## config.mk

```make
export PLATFORM = sky130hd
export DESIGN_NAME = alu_share_ctrl
export DESIGN_NICKNAME = d
export VERILOG_FILES = /design/src/rtl/alu_share_ctrl.sv
export SDC_FILE = /design/constraint.sdc
export NUM_CORES = 1
export LEC_CHECK = 0
export ABC_CLOCK_PERIOD_IN_PS = 1450
export CELL_PAD_IN_SITES_DETAIL_PLACEMENT = 0
export CELL_PAD_IN_SITES_GLOBAL_PLACEMENT = 1
export CORE_AREA = 2 2 71 73
export DETAILED_ROUTE_END_ITERATION = 6
export DIE_AREA = 0 0 73 75
export PLACE_DENSITY = 0.84
export SKIP_CTS_REPAIR_TIMING = 1
export SLEW_MARGIN = 20
export SYNTH_ARGS = -nofsm -noshare
export SYNTH_HDL_FRONTEND = slang
export SYNTH_SLANG_ARGS = --single-unit
```

## constraint.sdc

```tcl
create_clock -name clk -period 1.45 [get_ports clk]
set_input_delay 0.145 -clock clk [delete_from_list [all_inputs] [get_ports clk]]
set_output_delay 0.145 -clock clk [all_outputs]
set_load 0.005 [all_outputs]
```

## src/rtl/alu_share_ctrl.sv

```systemverilog
// Two-channel sequencer and round-robin arbiter sharing one add/sub ALU and the
// zero-constant mux between REG_A and REG_B through a SETUP/WRITE sequence.
module alu_share_ctrl #(
    parameter int unsigned SETUP_CYCLES = 1,
    parameter int unsigned CNT_W        = 8
) (
    input  logic             clk,
    input  logic             rst,
    input  logic             req_a,
    input  logic             req_b,
    input  logic             sub_a,
    input  logic             sub_b,
    input  logic             clr_a,
    input  logic             clr_b,
    output logic [1:0]       alu_s,
    output logic             opnd_sel,
    output logic             zero_sel,
    output logic             load_a,
    output logic             load_b,
    output logic             ack_a,
    output logic             ack_b,
    output logic             busy,
    output logic [CNT_W-1:0] ops_a,
    output logic [CNT_W-1:0] ops_b
);

    localparam int unsigned SET_W = 4;

    typedef enum logic [1:0] {
        IDLE  = 2'd0,
        SETUP = 2'd1,
        WRITE = 2'd2
    } state_t;

    state_t           state;
    state_t           state_nxt;

    logic             pend_a;
    logic             pend_b;
    logic             cmd_clr_a;
    logic             cmd_sub_a;
    logic             cmd_clr_b;
    logic             cmd_sub_b;
    logic             rr;
    logic             act_b;
    logic             act_clr;
    logic             act_sub;
    logic [SET_W-1:0] set_cnt;

    logic             grant_c;
    logic             grant_b_c;
    logic             write_a_c;
    logic             write_b_c;

    assign write_a_c = (state == WRITE) && !act_b;
    assign write_b_c = (state == WRITE) &&  act_b;

    // State register
    always_ff @(posedge clk or negedge rst) begin
        if (!rst) begin
            state <= IDLE;
        end else begin
            state <= state_nxt;
        end
    end

    // Next state and grant decision
    always_comb begin
        state_nxt = state;
        grant_c   = 1'b0;
        grant_b_c = 1'b0;
        case (state)
            IDLE: begin
                if (pend_a || pend_b) begin
                    grant_c   = 1'b1;
                    grant_b_c = pend_b && (!pend_a || rr);
                    state_nxt = SETUP;
                end
            end
            SETUP: begin
                if (set_cnt == '0) begin
                    state_nxt = WRITE;
                end
            end
            WRITE: begin
                state_nxt = IDLE;
            end
            default: begin
                state_nxt = IDLE;
            end
        endcase
    end

    // Output decode from the registered state and active command
    always_comb begin
        alu_s    = 2'b00;
        opnd_sel = 1'b0;
        zero_sel = 1'b0;
        load_a   = 1'b0;
        load_b   = 1'b0;
        ack_a    = 1'b0;
        ack_b    = 1'b0;
        busy     = 1'b0;
        if (state == SETUP || state == WRITE) begin
            alu_s    = {1'b0, act_sub};
            opnd_sel = act_b;
            zero_sel = act_clr;
            busy     = 1'b1;
        end
        if (state == WRITE) begin
            load_a = !act_b;
            load_b =  act_b;
            ack_a  = !act_b;
            ack_b  =  act_b;
        end
    end

    // Per-channel pending flag and command; a request during its own WRITE re-arms it
    always_ff @(posedge clk or negedge rst) begin
        if (!rst) begin
            pend_a    <= 1'b0;
            cmd_clr_a <= 1'b0;
            cmd_sub_a <= 1'b0;
            pend_b    <= 1'b0;
            cmd_clr_b <= 1'b0;
            cmd_sub_b <= 1'b0;
        end else begin
            if (req_a && (!pend_a || write_a_c)) begin
                pend_a    <= 1'b1;
                cmd_clr_a <= clr_a;
                cmd_sub_a <= sub_a;
            end else if (write_a_c) begin
                pend_a <= 1'b0;
            end
            if (req_b && (!pend_b || write_b_c)) begin
                pend_b    <= 1'b1;
                cmd_clr_b <= clr_b;
                cmd_sub_b <= sub_b;
            end else if (write_b_c) begin
                pend_b <= 1'b0;
            end
        end
    end

    // Active command, round-robin pointer and settle counter
    always_ff @(posedge clk or negedge rst) begin
        if (!rst) begin
            rr      <= 1'b0;
            act_b   <= 1'b0;
            act_clr <= 1'b0;
            act_sub <= 1'b0;
            set_cnt <= '0;
        end else begin
            if (grant_c) begin
                act_b   <= grant_b_c;
                act_clr <= grant_b_c ? cmd_clr_b : cmd_clr_a;
                act_sub <= grant_b_c ? cmd_sub_b : cmd_sub_a;
                rr      <= !grant_b_c;
                set_cnt <= SET_W'(SETUP_CYCLES - 1);
            end else if (state == SETUP && set_cnt != '0) begin
                set_cnt <= set_cnt - SET_W'(1);
            end
        end
    end

    // Completion counters advance on the edge that ends WRITE
    always_ff @(posedge clk or negedge rst) begin
        if (!rst) begin
            ops_a <= '0;
            ops_b <= '0;
        end else begin
            if (write_a_c) begin
                ops_a <= ops_a + CNT_W'(1);
            end
            if (write_b_c) begin
                ops_b <= ops_b + CNT_W'(1);
            end
        end
    end

endmodule

```

==> flow_summary.toml, run 1 <==
[run_status]
run_status = "complete, but fails checks"
failed_checks = "negative setup slack"

[floorplan]
die_area_sq_um = 5480
i_o_pins = 33
die_w_microns = 73
core.rowCount = 25
fp.dieH_microns = 75
design.core.area_sq_um = 4660
initial_utilization_pct = 34.0

[power]
switching_share_pct = 31.8
clk_pwr_share_pct = 20.0
cellPowerDensity_nw_per_um2 = 1810
power_frac_seq_pct = 33.8
power.internal_mw = 2.85
cellLeakagePower_nw = 1.09
power.share.combinational_pct = 46.1
netSwitchingPower_mw = 1.33
ir_drop_v = 0.00104

[timing]
period_needed_ps = 1550
clock.fmax_ghz = 0.646
final.setup.worst_slack_ps = -98.4
grt_setup_unrepaired = "true"
whs_ps = 232
final-max-slew-violation-count = 0
worst_clock_skew_ps = 5.90
timing.final.setup_violations = 4
hold_viol = 0
post-route-period-util_pct = 107

[setup_path]
timing.critical_path.max_delay_family = "buffers and inverters"
crit_path_end_kind = "output pin"
critical_path.cell_chain = "inv_2 -> buf_6 -> ha_4 -> buf_6 -> and2_4 -> buf_6"
setup.worst_path.start_class = "flop"
peak_fanout_along_the_critical_path = 3
crit_path_max_incr_delay_ps = 390
cp_data_arrival_time_ps = 1400
worst-setup-path-type = "reg2out"
timing.critical_path.mode_cell = "sky130_fd_sc_hd__buf_6"
crit_slowest_cell = "sky130_fd_sc_hd__dfrtp_1"
crit_buf_inv = 4
critical_path_required_ps = 1310

[final_layout]
area_occupied_by_multi_input_gates_sq_um = 797
finish.cell_count_without_fillers = 253
num_antenna_cells = 0
final_layout_size_suffix_gt1_share_pct = 35.7
register_area_sq_um = 802
area_growth_pct = 45.9
layout.nets = 213
layout.filler_cells = 423

[logic_synthesis]
syn_nets = 155
post_synth_inst_count = 140
synth_seq_cells = 32
postSynthAreaPerCell_sq_um = 11.3
synthDominantCellAreaShare_pct = 50.6
yosysUniqueCellTypes = 41
synth.area.top_cells = "sky130_fd_sc_hd__dfrtp_1 (51%), sky130_fd_sc_hd__ha_1 (5.5%), sky130_fd_sc_hd__xnor2_1 (5.0%), sky130_fd_sc_hd__nand2_1 (3.1%), sky130_fd_sc_hd__mux2_2 (2.8%)"
yosys.area.top_type = "sky130_fd_sc_hd__dfrtp_1"
synth-seq-area-share_pct = 50.6
synth_area_sq_um = 1580
yosys_warnings = 0

[routing]
num_vias = 1222
drt.antenna.violating_nets = 0
detail_route.wl_per_cell_microns = 12.4
drc_errors = 0
vias_per_cell = 4.83
totalWireLength_microns = 3130
first_pass_iteration_count_of_the_detailed_router = 4
detail_route.iter0.violations = 64

[global_routing]
number_of_antenna_violations_at_the_first_check_in_global_routing = 0
global_route.usage.total_pct = 12.0
grt_first_pass_wirelength_microns = 4970
first_global_vias = 1094
grt.overflow.total = 0
largest_net_degree_at_the_start_of_global_routing = 33

[placed_design]
dpl.cell_count = 238
dp_worst_setup_slack_ps = -106
place_congestion = 0.782
port_buf_inserts = 31
hpwl_microns = 2240

[clock_tree]
cts-root-buf = "sky130_fd_sc_hd__clkbuf_8"
clk_latency_ps = 280
clock_sinks = 32
cts_buffers = 5
cts_max_level = 2
tritoncts = "done"
cts_max_path_buffers = 2
clkTransAtPathRegs_ps = 70

[run]
max-cap-violations = 0

[min_path]
hold_path_class = "in2async"
==> cell type report <==
class,instances,area share [%]
clock buffer,6,3.14
clock inverter,2,1.52
inverter,9,1.46
multi-input combinational,94,34.5
sequential,32,34.7
tap,54,2.93
timing repair buffer,56,21.7
==> kinds of logic after synthesis <==
logic type	count (synthesis)	synth area share, %
AND/OR/NAND/NOR	41	14.9
flip-flops	32	50.6
AO/OA/AOI/OAI	25	11.7
XOR/XNOR	14	7.75
buffers and inverters	14	4.59
adder cells (fa/ha/maj)	7	5.53
multiplexers	6	4.74
other	1	0.237
==> flip-flops by register name, summed over array words and instances (netlist names), 2 cells and up <==
signal,flops
set_cnt,4
state,2
ops_b,8
ops_a,8
==> stage by stage <==
stage | power [mW] | instance area, sq um | TNS [ps] | utilization, %
after global routing | 4.46 | 2310 | -609 | 49.6
after floorplan | 2.18 | 1590 | 0 | -
final | 4.18 | 2310 | -198 | 49.6
after CTS | 3.91 | 2180 | -3220 | 46.8
after detailed placement | 3.06 | 2070 | -587 | 44.5
after global placement | 3.04 | 2070 | -386 | 44.5
==> final timing paths <==
path | endpoint | cells past startpoint | slack (ps) | from
worst max register to register | state[1] | 6 | 20 | state[0]
max in group asynchronous | ops_a[3] | 2 | 1040 | rst
worst min register to register | ops_b[7] | 1 | 470 | ops_b[7]
worst max-delay path | alu_s[0] | 6 | -100 | state[0]
worst min-delay path | act_clr | 2 | 230 | rst
min in group clk | pend_b | 2 | 440 | req_b
==> per-layer routing <==
metal,part of all wire [%],wire [microns],track usage (%)
met5,0,0,0
met4,1.3,40,4.94
met3,3.6,111,3.21
met2,50,1560,18.8
met1,45,1420,15.9
==> cells in the final DEF, fill, tap and decap left out, types with 2 or more instances in the layout <==
cell type / count
sky130_fd_sc_hd__nor2_1: 3
sky130_fd_sc_hd__xnor2_1: 9
sky130_fd_sc_hd__nand3_1: 3
sky130_fd_sc_hd__ha_1: 4
sky130_fd_sc_hd__nand2_1: 13
sky130_fd_sc_hd__mux2_2: 4
sky130_fd_sc_hd__o211ai_1: 3
sky130_fd_sc_hd__inv_1: 3
sky130_fd_sc_hd__or3b_4: 2
sky130_fd_sc_hd__clkbuf_2: 4
sky130_fd_sc_hd__ha_4: 3
sky130_fd_sc_hd__mux2_4: 2
sky130_fd_sc_hd__a21oi_1: 5
sky130_fd_sc_hd__nand4_1: 4
sky130_fd_sc_hd__o2111ai_1: 2
sky130_fd_sc_hd__and2_4: 2
sky130_fd_sc_hd__clkdlybuf4s50_1: 23
sky130_fd_sc_hd__dfrtp_1: 31
sky130_fd_sc_hd__o21ai_0: 3
sky130_fd_sc_hd__buf_4: 23
sky130_fd_sc_hd__dlymetal6s2s_1: 2
sky130_fd_sc_hd__and3_1: 2
sky130_fd_sc_hd__nor3_2: 3
sky130_fd_sc_hd__clkbuf_8: 5
sky130_fd_sc_hd__inv_2: 6
sky130_fd_sc_hd__xor2_1: 5
sky130_fd_sc_hd__o21ai_1: 2
sky130_fd_sc_hd__a21o_1: 2
sky130_fd_sc_hd__buf_6: 3
==> synth_stat cells <==
library cell                 n
sky130_fd_sc_hd__or3_1       2
sky130_fd_sc_hd__nand4b_1    1
sky130_fd_sc_hd__ha_1        7
sky130_fd_sc_hd__a21o_1      2
sky130_fd_sc_hd__dfrtp_1    32
sky130_fd_sc_hd__conb_1      1
sky130_fd_sc_hd__a21bo_1     1
sky130_fd_sc_hd__buf_6       1
sky130_fd_sc_hd__nand2b_1    2
sky130_fd_sc_hd__nor3_2      2
sky130_fd_sc_hd__inv_1       7
sky130_fd_sc_hd__nor3b_2     1
sky130_fd_sc_hd__a21boi_4    1
sky130_fd_sc_hd__o22ai_1     1
sky130_fd_sc_hd__xnor2_1     9
sky130_fd_sc_hd__nor3_1      1
sky130_fd_sc_hd__mux2_4      2
sky130_fd_sc_hd__or3b_1      1
sky130_fd_sc_hd__inv_2       2
sky130_fd_sc_hd__o21ai_0     4
sky130_fd_sc_hd__nand2_2     1
sky130_fd_sc_hd__mux2_2      4
sky130_fd_sc_hd__and4_1      1
sky130_fd_sc_hd__o21a_2      1
sky130_fd_sc_hd__nand2_1    13
sky130_fd_sc_hd__o21a_1      1
sky130_fd_sc_hd__o211ai_1    3
sky130_fd_sc_hd__a22oi_1     1
sky130_fd_sc_hd__or3b_2      1
sky130_fd_sc_hd__and3_1      2
sky130_fd_sc_hd__a21oi_1     6
sky130_fd_sc_hd__o21ai_1     1
sky130_fd_sc_hd__o41ai_2     1
sky130_fd_sc_hd__o2111ai_1   2
sky130_fd_sc_hd__and2_1      3
sky130_fd_sc_hd__nor2_1      3
sky130_fd_sc_hd__nand4_1     4
sky130_fd_sc_hd__buf_4       3
sky130_fd_sc_hd__nand3_1     3
sky130_fd_sc_hd__buf_2       1
sky130_fd_sc_hd__xor2_1      5
==> power groups by stage <==
stage	combinational, mW	sequential, mW	clock [mW]
after global placement	1.63	1.41	0
after global routing	2.11	1.46	0.890
final	1.93	1.41	0.838
after detailed placement	1.65	1.41	0
after CTS	1.66	1.39	0.857
after floorplan	0.821	1.36	0
(Power assumes the default switching activity.)
==> inputs of run 2 (changes only) <==
--- a/config.mk
+++ b/config.mk
@@ -6,12 +6,12 @@
 export NUM_CORES = 1
 export LEC_CHECK = 0
 export ABC_CLOCK_PERIOD_IN_PS = 1450
-export CELL_PAD_IN_SITES_DETAIL_PLACEMENT = 0
-export CELL_PAD_IN_SITES_GLOBAL_PLACEMENT = 1
-export CORE_AREA = 2 2 71 73
+export CELL_PAD_IN_SITES_DETAIL_PLACEMENT = 1
+export CELL_PAD_IN_SITES_GLOBAL_PLACEMENT = 2
+export CORE_AREA = 2 2 77 79
 export DETAILED_ROUTE_END_ITERATION = 6
-export DIE_AREA = 0 0 73 75
-export PLACE_DENSITY = 0.84
+export DIE_AREA = 0 0 79 81
+export PLACE_DENSITY = 0.85
 export SKIP_CTS_REPAIR_TIMING = 1
 export SLEW_MARGIN = 20
 export SYNTH_ARGS = -nofsm -noshare
==> run 2 against run 1 <==
The flow still finishes with violations (negative setup slack); wire length up 19%; design area up 1.6%; clock power down 9.7%; first-iteration DRC count down 70%; highest routed layer unchanged.
==> flow_summary.toml, run 2 (synthesized netlist as in run 1, its figures left out) <==
[final_layout]
final_layout_size_suffix_gt1_share_pct = 38.1
layout.nets = 212
finalCoreUtilization_pct = 41.3
area_growth_pct = 48.2
layout.cells.most_common = "sky130_fd_sc_hd__dfrtp_1"
reg_top3 = "ops_a x8, ops_b x8, set_cnt x4"
num_antenna_cells = 0
mostFrequentLayoutCells = "sky130_fd_sc_hd__dfrtp_1 (31), sky130_fd_sc_hd__clkdlybuf4s50_1 (23), sky130_fd_sc_hd__buf_4 (15), sky130_fd_sc_hd__nand2_1 (13), sky130_fd_sc_hd__xnor2_1 (9)"

[setup_path]
worst-setup-path-type = "reg2reg"
critical_path_required_ps = 1620
peak_fanout_along_the_critical_path = 4
setup.worst_path.start_class = "flop"
timing.critical_path.mode_cell = "sky130_fd_sc_hd__buf_6"
cp_data_arrival_time_ps = 1720
crit_path_max_incr_delay_ps = 400
crit_path_end_kind = "flop"
critical_path.cell_chain = "inv_2 -> buf_6 -> ha_4 -> nand2b_4 -> buf_6 -> a21boi_4 -> mux2_4"
crit_slowest_cell = "sky130_fd_sc_hd__dfrtp_1"

[floorplan]
i_o_pins = 33
die_w_microns = 79
design.core.area_sq_um = 5680
fp.dieH_microns = 81
die_area_sq_um = 6400
core.rowCount = 28
initial_utilization_pct = 27.9

[clock_tree]
cts_buffers = 5
cts_max_level = 2
clk_latency_ps = 280
clkTransAtPathRegs_ps = 70
cts-root-buf = "sky130_fd_sc_hd__clkbuf_8"
tritoncts = "done"
cts_max_path_buffers = 2
clock_sinks = 32

[timing]
clock.fmax_ghz = 0.644
final-max-slew-violation-count = 0
timing.final.setup_violations = 12
hold_viol = 0
grt_setup_unrepaired = "true"
period_needed_ps = 1550
final.setup.worst_slack_ps = -103
worst_clock_skew_ps = 4.94
post-route-period-util_pct = 107

[global_routing]
grt.overflow.total = 0
grt_util_met3_pct = 2.44
largest_net_degree_at_the_start_of_global_routing = 33
global_route.usage.total_pct = 11.6
grt_first_pass_wirelength_microns = 5780
fraction_of_met1_tracks_used_by_global_routing_pct = 14.1
number_of_antenna_violations_at_the_first_check_in_global_routing = 0
grt_util_met2_pct = 20.0
first_global_vias = 1289
grt_busiest_layer = "met2"

[routing]
detail_route.iter0.violations = 19
detail_route.wl_per_cell_microns = 13.6
first_pass_iteration_count_of_the_detailed_router = 4
vias_per_cell = 4.65
drc_errors = 0
drt.antenna.violating_nets = 0
num_vias = 1265
totalWireLength_microns = 3710

[power]
switching_share_pct = 34.2
power_frac_seq_pct = 34.2
power.internal_mw = 2.73
ir_drop_v = 0.000817
clk_pwr_share_pct = 18.2
power.share.combinational_pct = 47.6
netSwitchingPower_mw = 1.42
cellPowerDensity_nw_per_um2 = 1770
power_mw = 4.15
cellLeakagePower_nw = 1.08

[placed_design]
dp_worst_setup_slack_ps = -135
hpwl_microns = 2630
place_congestion = 0.740
port_buf_inserts = 31

[run_status]
run_status = "complete, but fails checks"
failed_checks = "negative setup slack"

[run]
max-cap-violations = 0

[min_path]
hold_path_class = "in2async"
-- run 2: area by class of cell --
cell class                      instances  area, sq um
Clock buffer                            7         96.3
Fill cell                             643         3330
Inverter                                9         38.8
Multi-Input combinational cell         94          822
Sequential cell                        32          802
Tap cell                               75         93.8
Timing Repair Buffer                   55          493
-- run 2: power groups by stage --
| stage | combinational, mW | sequential, mW | clock (mW) |
|---|---|---|---|
| floorplan | 0.821 | 1.36 | 0 |
| global placement | 1.67 | 1.40 | 0 |
| detailed placement | 1.72 | 1.42 | 0 |
| CTS | 1.73 | 1.40 | 0.773 |
| global route | 2.16 | 1.46 | 0.804 |
| finish | 1.97 | 1.42 | 0.757 |
-- run 2: metrics by stage --
| stage | instance area (sq um) | TNS, ps | hold slack, ps | std cells |
|---|---|---|---|---|
| 2_1_floorplan | 1590 | 0 | -151 | 140 |
| 3_3_place_gp | 2110 | -638 | 463 | 260 |
| 3_5_place_dp | 2110 | -1170 | 468 | 260 |
| 4_1_cts | 2200 | -3940 | 230 | 267 |
| 5_1_grt | 2350 | -1820 | 231 | 272 |
| 6_report | 2350 | -649 | 222 | 272 |
-- run 2: critical path: cells and delay by family, from the launching register on --
family / cells / cell delay [ps]
flops: 1 / 400
buf+inv: 3 / 350
mux: 1 / 310
compound gates: 1 / 150
fa+ha+maj: 1 / 140
simple gates: 1 / 90
-- run 2: final timing paths --
path                               start    endpoint  slack [ps]  cells past startpoint
worst max-delay path            state[0]   cmd_sub_a        -100                      7
worst min-delay path                 rst  set_cnt[3]         220                      2
worst max register to register  state[0]   cmd_sub_a        -100                      7
worst min register to register  ops_b[7]    ops_b[7]         460                      1
max in group asynchronous            rst    ops_a[3]        1040                      2
min in group clk                ops_b[7]    ops_b[7]         460                      1
-- run 2: layer usage --
metal / vias to the layer above / wire [microns]
met2: 24 / 1900
met5: - / 0
met1: 640 / 1640
met4: 0 / 55
li1: 595 / -
met3: 6 / 110
